`config.mk`:
```
export PLATFORM = sky130hd
export DESIGN_NAME = eth_downlink_port
export DESIGN_NICKNAME = d
export VERILOG_FILES = /design/src/rtl/eth_downlink_port.sv
export SDC_FILE = /design/constraint.sdc
export NUM_CORES = 1
export LEC_CHECK = 0
export ABC_AREA = 1
export CAP_MARGIN = 20
export CORE_MARGIN = 5
export CORE_UTILIZATION = 35
export CTS_CLUSTER_SIZE = 12
export DETAILED_ROUTE_END_ITERATION = 16
export PLACE_DENSITY = 0.77
export SLEW_MARGIN = 20
export SYNTH_ARGS = -nofsm -noshare
export SYNTH_HDL_FRONTEND = slang
export SYNTH_SLANG_ARGS = --single-unit
```
`constraint.sdc`:
```
create_clock -name i_data_clk -period 3.2 [get_ports i_data_clk]
set_input_delay 0.32 -clock i_data_clk [delete_from_list [all_inputs] [get_ports i_data_clk]]
set_output_delay 0.32 -clock i_data_clk [all_outputs]
set_load 0.1 [all_outputs]
```
`src/rtl/eth_downlink_port.sv`:
```
// -----------------------------------------------------------------------------
// eth_downlink_port
// Receive-side steering port for the 10G Ethernet RX stream (data clock domain).
// Each frame is classified from its second beat (EtherType + SSR type byte) and
// routed to exactly one of three AXIS outputs: ctrl, data or forward. Runt
// frames (tlast on the first beat) and unrecognised frames are drained and
// counted in a saturating drop counter.
//
// The first two beats are held in H0/H1 until the header is known. They are
// then replayed (OUT0, OUT1) and the remainder of the frame is passed through
// combinationally (PASS).
//
// Ports
//   i_data_clk, i_data_rst : clock, asynchronous active-high reset
//   s_rx_axis_*            : RX frame stream in (tuser=1 on last beat = MAC error)
//   m_ctrl_axis_*          : ctrl frames out (sink always accepts, no tready)
//   m_data_axis_*          : data frames out, with tready
//   m_forward_axis_*       : forward frames out, with tready
//   o_drop_cnt             : dropped-frame count, saturates at 16'hFFFF
// -----------------------------------------------------------------------------
module eth_downlink_port #(
  parameter logic [15:0] P_ETH_TYPE  = 16'h88B5,
  parameter logic [7:0]  P_TYPE_CTRL = 8'h01,
  parameter logic [7:0]  P_TYPE_DATA = 8'h02,
  parameter logic [7:0]  P_TYPE_FWD  = 8'h03
) (
  input  logic        i_data_clk,
  input  logic        i_data_rst,
  input  logic        s_rx_axis_tvalid,
  input  logic [63:0] s_rx_axis_tdata,
  input  logic        s_rx_axis_tlast,
  input  logic [7:0]  s_rx_axis_tkeep,
  input  logic        s_rx_axis_tuser,
  output logic        s_rx_axis_tready,
  output logic        m_ctrl_axis_tvalid,
  output logic [63:0] m_ctrl_axis_tdata,
  output logic        m_ctrl_axis_tlast,
  output logic [7:0]  m_ctrl_axis_tkeep,
  output logic        m_ctrl_axis_tuser,
  output logic        m_data_axis_tvalid,
  output logic [63:0] m_data_axis_tdata,
  output logic        m_data_axis_tlast,
  output logic [7:0]  m_data_axis_tkeep,
  output logic        m_data_axis_tuser,
  input  logic        m_data_axis_tready,
  output logic        m_forward_axis_tvalid,
  output logic [63:0] m_forward_axis_tdata,
  output logic        m_forward_axis_tlast,
  output logic [7:0]  m_forward_axis_tkeep,
  output logic        m_forward_axis_tuser,
  input  logic        m_forward_axis_tready,
  output logic [15:0] o_drop_cnt
);

  typedef enum logic [2:0] {
    S_IDLE, S_HDR, S_OUT0, S_OUT1, S_PASS, S_DROP
  } state_t;

  typedef enum logic [1:0] {
    SEL_NONE, SEL_CTRL, SEL_DATA, SEL_FWD
  } sel_t;

  // Header fields: EtherType is big-endian on the wire, byte 12 = beat1[39:32].
  function automatic sel_t classify(input logic [15:0] eth_type, input logic [7:0] type_byte);
    sel_t s;
    s = SEL_NONE;
    if (eth_type == P_ETH_TYPE) begin
      if (type_byte == P_TYPE_CTRL)      s = SEL_CTRL;
      else if (type_byte == P_TYPE_DATA) s = SEL_DATA;
      else if (type_byte == P_TYPE_FWD)  s = SEL_FWD;
    end
    return s;
  endfunction

  function automatic logic [15:0] sat_inc(input logic [15:0] v);
    return (v == 16'hFFFF) ? v : v + 16'd1;
  endfunction

  state_t      state_q, state_d;
  sel_t        sel_q, sel_d;
  sel_t        hdr_sel;
  logic [63:0] h0_q;
  logic [63:0] h1_q;
  logic        h1_last_q;
  logic [7:0]  h1_keep_q;
  logic        h1_user_q;
  logic [15:0] drop_cnt_q, drop_cnt_d;

  logic        rx_rdy;
  logic        rx_acc;
  logic        ld_h0, ld_h1, drop_evt;
  logic        sel_rdy;
  logic        out_vld;
  logic [63:0] out_data;
  logic        out_last;
  logic [7:0]  out_keep;
  logic        out_user;

  assign hdr_sel = classify({s_rx_axis_tdata[39:32], s_rx_axis_tdata[47:40]},
                            s_rx_axis_tdata[55:48]);
  assign rx_acc  = s_rx_axis_tvalid & rx_rdy;

  // Downstream ready of whichever port the current frame is steered to.
  always_comb begin
    sel_rdy = 1'b0;
    case (sel_q)
      SEL_CTRL: sel_rdy = 1'b1;
      SEL_DATA: sel_rdy = m_data_axis_tready;
      SEL_FWD:  sel_rdy = m_forward_axis_tready;
      default:  sel_rdy = 1'b0;
    endcase
  end

  always_comb begin
    state_d  = state_q;
    sel_d    = sel_q;
    rx_rdy   = 1'b0;
    ld_h0    = 1'b0;
    ld_h1    = 1'b0;
    drop_evt = 1'b0;
    out_vld  = 1'b0;
    out_data = '0;
    out_last = 1'b0;
    out_keep = '0;
    out_user = 1'b0;
    case (state_q)
      S_IDLE: begin
        rx_rdy = 1'b1;
        if (rx_acc) begin
          ld_h0 = 1'b1;
          if (s_rx_axis_tlast) drop_evt = 1'b1;
          else                 state_d  = S_HDR;
        end
      end
      S_HDR: begin
        rx_rdy = 1'b1;
        if (rx_acc) begin
          ld_h1 = 1'b1;
          sel_d = hdr_sel;
          if (hdr_sel == SEL_NONE) begin
            drop_evt = 1'b1;
            state_d  = s_rx_axis_tlast ? S_IDLE : S_DROP;
          end else begin
            state_d = S_OUT0;
          end
        end
      end
      S_OUT0: begin
        out_vld  = 1'b1;
        out_data = h0_q;
        out_keep = 8'hFF;
        if (sel_rdy) state_d = S_OUT1;
      end
      S_OUT1: begin
        out_vld  = 1'b1;
        out_data = h1_q;
        out_last = h1_last_q;
        out_keep = h1_keep_q;
        out_user = h1_user_q;
        if (sel_rdy) state_d = h1_last_q ? S_IDLE : S_PASS;
      end
      S_PASS: begin
        // RX ready mirrors the selected sink so backpressure reaches the MAC.
        rx_rdy   = sel_rdy;
        out_vld  = s_rx_axis_tvalid;
        out_data = s_rx_axis_tdata;
        out_last = s_rx_axis_tlast;
        out_keep = s_rx_axis_tkeep;
        out_user = s_rx_axis_tuser;
        if (rx_acc && s_rx_axis_tlast) state_d = S_IDLE;
      end
      S_DROP: begin
        rx_rdy = 1'b1;
        if (rx_acc && s_rx_axis_tlast) state_d = S_IDLE;
      end
      default: state_d = S_IDLE;
    endcase
  end

  assign drop_cnt_d = drop_evt ? sat_inc(drop_cnt_q) : drop_cnt_q;

  always_ff @(posedge i_data_clk or posedge i_data_rst) begin
    if (i_data_rst) begin
      state_q    <= S_IDLE;
      sel_q      <= SEL_NONE;
      drop_cnt_q <= '0;
    end else begin
      state_q    <= state_d;
      sel_q      <= sel_d;
      drop_cnt_q <= drop_cnt_d;
    end
  end

  // Header holding registers carry data only and need no reset.
  always_ff @(posedge i_data_clk) begin
    if (ld_h0) h0_q <= s_rx_axis_tdata;
    if (ld_h1) begin
      h1_q      <= s_rx_axis_tdata;
      h1_last_q <= s_rx_axis_tlast;
      h1_keep_q <= s_rx_axis_tkeep;
      h1_user_q <= s_rx_axis_tuser;
    end
  end

  // RX ready is forced low while reset is held.
  assign s_rx_axis_tready = rx_rdy & ~i_data_rst;
  assign o_drop_cnt       = drop_cnt_q;

  // Non-selected ports stay fully zero; IDLE/HDR/DROP already drive zeros.
  logic is_ctrl, is_data, is_fwd;
  assign is_ctrl = (sel_q == SEL_CTRL);
  assign is_data = (sel_q == SEL_DATA);
  assign is_fwd  = (sel_q == SEL_FWD);

  assign m_ctrl_axis_tvalid    = out_vld & is_ctrl;
  assign m_ctrl_axis_tdata     = is_ctrl ? out_data : '0;
  assign m_ctrl_axis_tlast     = out_last & is_ctrl;
  assign m_ctrl_axis_tkeep     = is_ctrl ? out_keep : '0;
  assign m_ctrl_axis_tuser     = out_user & is_ctrl;

  assign m_data_axis_tvalid    = out_vld & is_data;
  assign m_data_axis_tdata     = is_data ? out_data : '0;
  assign m_data_axis_tlast     = out_last & is_data;
  assign m_data_axis_tkeep     = is_data ? out_keep : '0;
  assign m_data_axis_tuser     = out_user & is_data;

  assign m_forward_axis_tvalid = out_vld & is_fwd;
  assign m_forward_axis_tdata  = is_fwd ? out_data : '0;
  assign m_forward_axis_tlast  = out_last & is_fwd;
  assign m_forward_axis_tkeep  = is_fwd ? out_keep : '0;
  assign m_forward_axis_tuser  = out_user & is_fwd;

endmodule
```
==> flow_metrics.env <==
export IMPL_drc=0
export IMPL_grt_pass1_wl_um=42400
export IMPL_cts_tree="done"
export IMPL_synth_seq_cells=159
export IMPL_netSwitchingFraction=0.327
export IMPL_start_kind="register"
export IMPL_clock_power_share=0.316
export IMPL_multi_input_area_um2=2910
export IMPL_status="completed"
export IMPL_clkTransAtPathRegs_ns=0.07
export IMPL_drv_cap=0
export IMPL_rrSetupSlack_ns=0.95
export IMPL_cts_buffer_depth=2
export IMPL_p_sw_mw=2.14
export IMPL_portBuffers=320
export IMPL_initial_core_util=0.354
export IMPL_crit_reg2reg_launch="sel_q[0]"
export IMPL_tightest_slew_ns=0.991
export IMPL_place_gp_congestion=0.922
export IMPL_internal_power_mw=4.41
export IMPL_seqCellArea_um2=4670
export IMPL_design_die_area_um2=25900
export IMPL_drive_gt1_frac=0.297
export IMPL_max_freq_ghz=0.332
export IMPL_netlist_area_um2=7980
export IMPL_startpoint="state_q[1]"
export IMPL_yosysTopAreaCell="edfxtp_1"
export IMPL_grt_max_degree=72
export IMPL_track_usage=0.206
export IMPL_num_vias=7288
export IMPL_clkLatencyLatePin_ns=0.42
export IMPL_criticalPathCategory="reg -> out"
export IMPL_finalCriticalPeriod_ns=3.01
export IMPL_die_x_um=161
export IMPL_slew_headroom=0.337
export IMPL_ioPinCount=321
export IMPL_gr_total_overflow=0
export IMPL_wire_per_inst_um=19.6
export IMPL_fin_crit_sh=0.940
export IMPL_final_fill_count=1636
export IMPL_synth_seq_area_share=0.585
export IMPL_tns_ns=0
export IMPL_seq_power_share=0.451
export IMPL_cts_htree_levels=4
export IMPL_synth_area_top_cells="edfxtp_1 (52%), nor2_1 (12%), a22o_1 (6.7%)"
export IMPL_wl_um=27600
export IMPL_die_h_um=161
export IMPL_slew_violations=0
export IMPL_dr_first_iter_drc_count=527
export IMPL_yosysWarnings=0
export IMPL_dp_hpwl_um=19800
export IMPL_crit_required_ns=2.88
export IMPL_cts_buffers=17
export IMPL_crit_end="m_data_axis_tdata[15]"
export IMPL_ant_nets=0
export IMPL_design_area_um2=14300
export IMPL_arrival_ns=2.69
export IMPL_core_area_um2=22600
export IMPL_yosysMostFrequentCell="nor2_1"
export IMPL_skew_ns=0.0111
export IMPL_grt_pass1_vias=7355
export IMPL_area_delta_synth_final_pct=79.4
export IMPL_viasPerCell=5.16
export IMPL_ir_drop_mv=0.770
export IMPL_synth_top_area_frac=0.519
export IMPL_synth_nets=890
export IMPL_combPwrFrac=0.233
export IMPL_synth_edf_count=138
export IMPL_hold_path_class="in -> async"
export IMPL_rows=55
export IMPL_avgSynthCellArea_um2=9.85
export IMPL_async_flop_share=0.132
export IMPL_synth_ff_type="edfxtp_1"
export IMPL_first_pass_iters=5
export IMPL_setup_viol=0
export IMPL_root_buffer="clkbuf_16"
export IMPL_antenna_found_initial=1
export IMPL_dpl_cell_area_um2=13700
export IMPL_post_cts_buffers=0
export IMPL_rsz0062_at_grt="no"
export IMPL_power_leakage_nw=5.15
export IMPL_finalHoldViolations=0
export IMPL_clock_sinks=159
export IMPL_final_nets=1194
export IMPL_synth_distinct_cells=32
export IMPL_crit_fanout=25
export IMPL_yosys_top_cells_count="nor2_1 (255), edfxtp_1 (138), nand2_1 (99), a22o_1 (61)"
export IMPL_synthCells=810
export IMPL_regToRegEndpoint="h1_q[31]"
export IMPL_r2r_cells=8
export IMPL_cp_end_kind="primary output"
export IMPL_cellPowerDensity_nw_per_um2=457
[power groups by stage]
stage | Clock (mW) | Combinational [mW] | Sequential, mW
4_1_cts | 2.10 | 1.54 | 2.95
3_3_place_gp | 0 | 1.47 | 2.97
5_1_grt | 2.18 | 1.65 | 2.99
3_5_place_dp | 0 | 1.52 | 2.99
6_report | 2.07 | 1.52 | 2.95
2_1_floorplan | 0 | 0.860 | 3.15
[sequential cells by signal, indices dropped and copies added (netlist names)]
name / count
h0_q: 64
h1_user_q: 1
h1_last_q: 1
o_drop_cnt: 16
sel_q: 2
h1_q: 64
h1_keep_q: 8
state_q: 3
[placed cells by master, fill, tap and decap left out, types with 7 or more instances in the layout]
cell type and instances:
a21oi_1 29, a21oi_2 33, a22o_1 61, buf_12 230, buf_4 11, clkbuf_16 17
clkdlybuf4s50_1 94, dfrtp_1 20, edfxtp_1 138, inv_1 31, nand2_1 96, nand2_2 7
nand3_1 16, nand4_1 22, nor2_1 255, o21ai_0 14
[per-stage QoR]
step	hold WS [ns]	utilization	std cells	power [mW]	worst slack [ns]
2_1_floorplan	0.297	-	810	4.01	0.356
3_3_place_gp	0.507	0.608	1380	4.44	0.743
3_5_place_dp	0.522	0.608	1380	4.51	0.639
4_1_cts	0.426	0.634	1412	6.59	0.141
5_1_grt	0.480	0.634	1413	6.82	0.0440
6_report	0.404	0.634	1413	6.55	0.191
[worst min-delay path by stage]
stage                               from             end  slack, ns  depth (start not counted)
after floorplan               i_data_rst   o_drop_cnt[0]       0.30                          1
after global placement    o_drop_cnt[15]  o_drop_cnt[15]       0.51                          2
after detailed placement   o_drop_cnt[1]   o_drop_cnt[1]       0.52                          2
after CTS                     i_data_rst  o_drop_cnt[11]       0.43                          2
after global routing          i_data_rst   o_drop_cnt[3]       0.48                          2
final                         i_data_rst  o_drop_cnt[11]       0.40                          2
[worst max-delay path, cell delays in order (launching register included)]
cell	delay, ns
dfrtp_1	0.43
inv_2	0.11
nor2_4	0.23
nand2_1	0.17
clkinv_2	0.21
buf_4	0.40
a22o_1	0.18
a21oi_1	0.07
nor2_1	0.25
buf_12	0.21
[cell type report]
cell class,instances,area share
Clock inverter,14,0.0118
Sequential cell,159,0.326
Clock buffer,18,0.0300
Timing Repair Buffer,335,0.393
Inverter,39,0.0104
Multi-Input combinational cell,562,0.204
Tap cell,285,0.0249
Antenna cell,1,0.000175
[timing repair]
item                                    4_1_cts  5_1_grt
hold buffers                                  0        0
gates resized for setup                       0        1
endpoints found under the setup margin        0        3
[routing by layer]
metal	wire length, um	global-route usage	vias to the layer above
met5	0	0	-
met4	668	0.0675	0
met3	1480	0.0380	45
met1	10900	0.250	3547
met2	14600	0.370	291
li1	-	-	3405
[kinds of logic (layout without fill, tap and decap cells)]
group / after synthesis / after routing / synth area share
AND/OR/NAND/NOR: 408 / 408 / 0.212
flip-flops: 159 / 159 / 0.585
AO/OA/AOI/OAI: 144 / 144 / 0.140
buffers and inverters: 89 / 406 / 0.0508
XOR/XNOR: 9 / 9 / 0.00988
adder cells (fa/ha/maj): 1 / 1 / 0.00157
other: 0 / 1 / 0
No activity file was read; power rests on OpenSTA's default activity.
